===== src/rtl/riscv_muldiv_seq_pkg.sv =====
// Shared op encodings, FSM states and op-decode helpers for the sequential
// RV32M multiply/divide unit.
package riscv_muldiv_seq_pkg;

  typedef enum logic [3:0] {
    OP_MUL    = 4'd0,
    OP_MULH   = 4'd1,
    OP_MULHSU = 4'd2,
    OP_MULHU  = 4'd3,
    OP_DIV    = 4'd4,
    OP_DIVU   = 4'd5,
    OP_REM    = 4'd6,
    OP_REMU   = 4'd7
  } op_e;

  typedef enum logic [1:0] {
    ST_IDLE,
    ST_MUL,
    ST_DIV,
    ST_DONE
  } state_e;

  // Codes 8-15 fall through to plain MUL, so only 4-7 are divides.
  function automatic logic is_div_op(input logic [3:0] op);
    return (op[3:2] == 2'b01);
  endfunction

  function automatic logic is_mul_low(input logic [3:0] op);
    return (op == OP_MUL) || op[3];
  endfunction

  function automatic logic op_a_signed(input logic [3:0] op);
    return !((op == OP_MULHU) || (op == OP_DIVU) || (op == OP_REMU));
  endfunction

  function automatic logic op_b_signed(input logic [3:0] op);
    return (op == OP_MUL) || (op == OP_MULH) || (op == OP_DIV) ||
           (op == OP_REM) || op[3];
  endfunction

endpackage


===== src/rtl/riscv_multiplier.sv =====
// Single-cycle 32x32 multiplier with per-operand signedness; returns the
// full 64-bit product. Never stalls, so its stall output is tied low.
module riscv_multiplier (
  input  logic [31:0] a_i,
  input  logic [31:0] b_i,
  input  logic        a_signed_i,
  input  logic        b_signed_i,
  output logic [63:0] product_o,
  output logic        ex_stall_o
);

  logic signed [32:0] a_ext;
  logic signed [32:0] b_ext;

  // Extend each operand by one bit so one signed multiply covers all mixes.
  always_comb begin
    a_ext     = {a_signed_i & a_i[31], a_i};
    b_ext     = {b_signed_i & b_i[31], b_i};
    product_o = 64'(64'(a_ext) * 64'(b_ext));
    ex_stall_o = 1'b0;
  end

endmodule


===== src/rtl/riscv_muldiv_seq.sv =====
// Sequential RV32M multiply/divide unit: 2-cycle multiply, 33-cycle
// restoring divide, 1-cycle divide-by-zero and signed-overflow results.
module riscv_muldiv_seq
  import riscv_muldiv_seq_pkg::*;
(
  input  logic        clk_i,
  input  logic        reset_i,
  input  logic        start_i,
  input  logic [3:0]  op_i,
  input  logic [31:0] ra_i,
  input  logic [31:0] rb_i,
  input  logic        flush_i,
  output logic        ex_stall_o,
  output logic        ready_o,
  output logic        done_o,
  output logic [31:0] result_o
);

  state_e      state_q;
  logic [3:0]  op_q;
  logic [31:0] a_q;
  logic [31:0] b_q;
  logic        a_signed_q;
  logic        b_signed_q;
  logic [63:0] product_w;
  logic [63:0] product_q;
  logic        ex_stall_mul_w;
  logic        unused_ok;
  logic [4:0]  count_q;
  logic [31:0] quot_q;
  logic [31:0] rem_q;
  logic [31:0] divisor_q;
  logic        neg_quot_q;
  logic        neg_rem_q;

  logic        in_a_signed;
  logic        in_b_signed;
  logic        in_div_zero;
  logic        in_div_ovf;
  logic [31:0] in_a_mag;
  logic [31:0] in_b_mag;
  logic [31:0] in_special;

  logic [32:0] div_shift_w;
  logic [32:0] div_diff_w;
  logic [31:0] quot_next_w;
  logic [31:0] rem_next_w;
  logic [31:0] div_result_w;
  logic [31:0] mul_result_w;

  riscv_multiplier u_multiplier (
    .a_i        (a_q),
    .b_i        (b_q),
    .a_signed_i (a_signed_q),
    .b_signed_i (b_signed_q),
    .product_o  (product_w),
    .ex_stall_o (ex_stall_mul_w)
  );

  // The multiplier never stalls; its product is captured in MUL but only read here.
  assign unused_ok = ex_stall_mul_w ^ (^product_q);

  assign ready_o    = (state_q == ST_IDLE) || (state_q == ST_DONE);
  assign ex_stall_o = (ready_o & start_i & ~flush_i) ||
                      (state_q == ST_MUL) || (state_q == ST_DIV);

  // Decode the incoming request: magnitudes and the two one-cycle divide cases.
  always_comb begin
    in_a_signed = op_a_signed(op_i);
    in_b_signed = op_b_signed(op_i);
    in_a_mag    = (in_a_signed && ra_i[31]) ? -ra_i : ra_i;
    in_b_mag    = (in_b_signed && rb_i[31]) ? -rb_i : rb_i;
    in_div_zero = (rb_i == '0);
    in_div_ovf  = in_a_signed && (ra_i == 32'h8000_0000) && (rb_i == '1);
    if (in_div_zero) in_special = op_i[1] ? ra_i : '1;
    else             in_special = op_i[1] ? '0 : 32'h8000_0000;
  end

  // One restoring-division step plus the sign fix-up applied on the last step.
  always_comb begin
    div_shift_w = {rem_q, quot_q[31]};
    div_diff_w  = div_shift_w - {1'b0, divisor_q};
    rem_next_w  = div_diff_w[32] ? div_shift_w[31:0] : div_diff_w[31:0];
    quot_next_w = {quot_q[30:0], ~div_diff_w[32]};
    if (op_q[1]) div_result_w = neg_rem_q  ? -rem_next_w  : rem_next_w;
    else         div_result_w = neg_quot_q ? -quot_next_w : quot_next_w;
    mul_result_w = is_mul_low(op_q) ? product_w[31:0] : product_w[63:32];
  end

  // Control FSM with registered operands, divider state and result.
  always_ff @(posedge clk_i or posedge reset_i) begin
    if (reset_i) begin
      state_q    <= ST_IDLE;
      op_q       <= '0;
      a_q        <= '0;
      b_q        <= '0;
      a_signed_q <= 1'b0;
      b_signed_q <= 1'b0;
      product_q  <= '0;
      count_q    <= '0;
      quot_q     <= '0;
      rem_q      <= '0;
      divisor_q  <= '0;
      neg_quot_q <= 1'b0;
      neg_rem_q  <= 1'b0;
      result_o   <= '0;
      done_o     <= 1'b0;
    end else if (flush_i) begin
      state_q <= ST_IDLE;
      done_o  <= 1'b0;
    end else begin
      case (state_q)
        ST_IDLE, ST_DONE: begin
          done_o <= 1'b0;
          if (start_i) begin
            op_q       <= op_i;
            a_q        <= ra_i;
            b_q        <= rb_i;
            a_signed_q <= in_a_signed;
            b_signed_q <= in_b_signed;
            if (!is_div_op(op_i)) begin
              state_q <= ST_MUL;
            end else if (in_div_zero || in_div_ovf) begin
              result_o <= in_special;
              done_o   <= 1'b1;
              state_q  <= ST_DONE;
            end else begin
              quot_q     <= in_a_mag;
              rem_q      <= '0;
              divisor_q  <= in_b_mag;
              count_q    <= '0;
              neg_quot_q <= in_a_signed && (ra_i[31] ^ rb_i[31]);
              neg_rem_q  <= in_a_signed && ra_i[31];
              state_q    <= ST_DIV;
            end
          end else begin
            state_q <= ST_IDLE;
          end
        end
        ST_MUL: begin
          product_q <= product_w;
          result_o  <= mul_result_w;
          done_o    <= 1'b1;
          state_q   <= ST_DONE;
        end
        ST_DIV: begin
          quot_q  <= quot_next_w;
          rem_q   <= rem_next_w;
          count_q <= count_q + 5'd1;
          done_o  <= 1'b0;
          if (count_q == 5'd31) begin
            result_o <= div_result_w;
            done_o   <= 1'b1;
            state_q  <= ST_DONE;
          end
        end
        default: state_q <= ST_IDLE;
      endcase
    end
  end

endmodule


===== config.mk =====
export PLATFORM = sky130hd
export DESIGN_NAME = riscv_muldiv_seq
export DESIGN_NICKNAME = d
export VERILOG_FILES = /design/src/rtl/riscv_muldiv_seq_pkg.sv /design/src/rtl/riscv_multiplier.sv /design/src/rtl/riscv_muldiv_seq.sv
export SDC_FILE = /design/constraint.sdc
export NUM_CORES = 2
export LEC_CHECK = 0
export BUFFER_PORTS_ARGS = -buffer_cell sky130_fd_sc_hd__buf_2
export CAP_MARGIN = 20
export CELL_PAD_IN_SITES_DETAIL_PLACEMENT = 1
export CELL_PAD_IN_SITES_GLOBAL_PLACEMENT = 1
export CORE_ASPECT_RATIO = 1.4
export CORE_MARGIN = 10
export CORE_UTILIZATION = 25
export CTS_CLUSTER_DIAMETER = 120
export DETAILED_ROUTE_END_ITERATION = 8
export HOLD_SLACK_MARGIN = 0.02
export PLACE_DENSITY_LB_ADDON = 0.1
export SYNTH_ARGS = -nofsm -noshare
export SYNTH_HDL_FRONTEND = slang
export SYNTH_SLANG_ARGS = --single-unit

===== constraint.sdc =====
create_clock -name clk_i -period 10.38 [get_ports clk_i]
set_clock_uncertainty 0.2 [all_clocks]
set_input_delay 2.076 -clock clk_i [delete_from_list [all_inputs] [get_ports clk_i]]
set_output_delay 2.076 -clock clk_i [all_outputs]
set_load 0.005 [all_outputs]

==> flow_summary.json <==
{
  "cts_buffers": 27,
  "yosys-top-cells-count": "inv_1 (1189), fa_1 (1126), nand2_1 (942), and2_1 (355), clkbuf_1 (311)",
  "clock_path_buffers": 3,
  "drv_slew": 0,
  "place_congestion": 0.827,
  "tns_ns": 0,
  "rows": 198,
  "grt_max_degree": 122,
  "crit_top_cell": "fa_1",
  "nets": 7301,
  "synth_top_flop_cell": "dfrtp_1",
  "start_util_pct": 25.2,
  "relSlewSlack_pct": 29.4,
  "drc": 0,
  "hold_viol": 0,
  "yosysTopAreaCellShare_pct": 43.0,
  "wirelength_microns": 204000,
  "clk_pin_slew_ns": 0.06,
  "rsz0062_at_grt": "false",
  "synth_cell_types": 94,
  "areaGrowthSynthToFinish_pct": 9.35,
  "min_path_type": "flop to flop",
  "syn_area_sq_um": 52500,
  "htree_levels": 1,
  "ctsRootBufferMaster": "clkbuf_16",
  "synth_async_sr_flop_share_pct": 100,
  "clkLatencyLatePin_ns": 0.61,
  "post_cts_buffers": 0,
  "grt_pass1_vias": 46600,
  "cpMaxStageDelayCell": "dfrtp_1",
  "core_sq_um": 208000,
  "hpwl_microns": 175000,
  "worst_slew_pin_slew_ns": 1.06,
  "synth_nets": 7347,
  "grt_pass1_wl_microns": 313000,
  "synth_enable_flop_cells": 0,
  "via_per_inst": 4.61,
  "dr.pass1.iters": 6,
  "yosys.area.top_type": "fa_1",
  "cts_resized": 0,
  "endpoint_kind": "flop",
  "synth_area_leaders": "fa_1 (43%), dfrtp_1 (9.9%), inv_1 (8.5%), nand2_1 (6.7%), ha_1 (6.0%)",
  "vias": 40000,
  "crit_type": "flop to flop",
  "ys_ff_latch": 208,
  "postSynthCellCount": 5896,
  "drtIter0Drc": 1601,
  "cap_violations": 0,
  "detail-route-antenna-nets": 0,
  "holdWs_ns": 0.277,
  "die_h_microns": 562,
  "io_pins": 107,
  "yosysWarnings": 0,
  "die-area_sq_um": 229000,
  "crit_path_start_kind": "flop",
  "port_buffers": 106,
  "max_freq_mhz": 101,
  "crit_arrival_ns": 10.15,
  "setup_violations": 0,
  "syn_avg_cell_area_sq_um": 8.90,
  "cts_tree": "built",
  "crit_path_max_fanout": 26,
  "wl_per_cell_microns": 23.5,
  "postCtsHoldBufs": 0,
  "antenna_found_initial": 17,
  "synth_most_common_cell": "inv_1",
  "clock-sinks": 208,
  "track_usage_pct": 17.9,
  "die_width_microns": 407,
  "slowest_delay_ns": 0.95,
  "status": "complete, no violations",
  "min_period_ns": 9.87,
  "period_share_pct": 95.0,
  "cp_data_required_time_ns": 10.67,
  "drive_gt1_share_pct": 7.38,
  "ys_seq_area_share_pct": 9.92,
  "overflow": 0
}
-- worst max-delay path, delay by kind of cell, from the launching register on --
family                   cells  cell delay, ns
AO/OA/AOI/OAI                5            1.38
buffers and inverters        7            1.27
XOR/XNOR                     1            0.15
AND/OR/NAND/NOR              7            1.29
adder cells (fa/ha/maj)      9            4.47
flip-flops                   1            0.95
-- logic make-up after synthesis --
group | count (synthesis) | share of synthesized area, %
and+or+nand+nor | 1790 | 16.0
buffers and inverters | 1515 | 10.9
adders and majority gates | 1379 | 49.0
AOI/OAI and AO/OA | 712 | 8.83
DFF | 208 | 9.92
xor gates and xnor gates | 190 | 3.17
muxes | 102 | 2.14
-- stage by stage --
step                cell area [sq um]  worst slack [ns]  util (%)  instances
global placement                56400             0.394      27.1       8618
detailed placement              56500             0.413      27.1       8621
global route                    57400            0.0573      27.5       8667
finish                          57400             0.515      27.5       8671
floorplan                       52500              1.94         -       5896
CTS                             57400             0.384      27.5       8667
-- layout make-up --
class,count,area (sq um)
Clock inverter,10,81.3
Timing Repair Buffer,249,1710
Clock buffer,36,769
Multi-Input combinational cell,4173,41600
Antenna cell,4,10.0
Fill cell,24200,151000
Sequential cell,208,5210
Tap cell,2800,3500
Inverter,1191,4480
-- path summary, 6_finish.rpt --
path	start	to	slack [ns]	cells past startpoint
max	b_q[0]	result_o[15]	0.51	29
min	count_q[4]	count_q[4]	0.28	2
max reg2reg	b_q[0]	result_o[15]	0.51	29
min reg2reg	count_q[4]	count_q[4]	0.28	2
max in group asynchronous	reset_i	a_q[8]	6.76	4
min in group asynchronous	reset_i	b_signed_q	1.27	2
-- registers in the layout (all words and copies together), names as in the netlist --
| register | cells |
|---|---|
| a_q | 32 |
| b_q | 32 |
| divisor_q | 32 |
| quot_q | 32 |
| rem_q | 32 |
| result_o | 32 |
| count_q | 5 |
| op_q | 4 |
| state_q | 2 |
| a_signed_q | 1 |
| b_signed_q | 1 |
| done_o | 1 |
| neg_quot_q | 1 |
| neg_rem_q | 1 |
-- per-layer routing --
layer	GRT usage (%)	part of all wire [%]	up-vias
met5	0	0.020	-
met4	2.93	1.8	8
met3	1.15	2.0	151
met2	34.2	53	461
met1	22.2	43	21500
li1	-	-	17900
-- cell usage in the layout, fill, tap and decap left out, drive strengths merged, types with 48 or more instances in the layout --
cell type and instances:
a21oi 170, and2 356, buf 249, dfrtp 208
fa 1126, ha 253, inv 1192, mux2 73
nand2 943, nand3 48, nor2 177, nor3 50
o21ai 220, xnor2 119, xor2 71
Power is left out: the tool's default activity adds up to more than one toggle a clock period on the data nets, which glitch-free logic cannot reach.
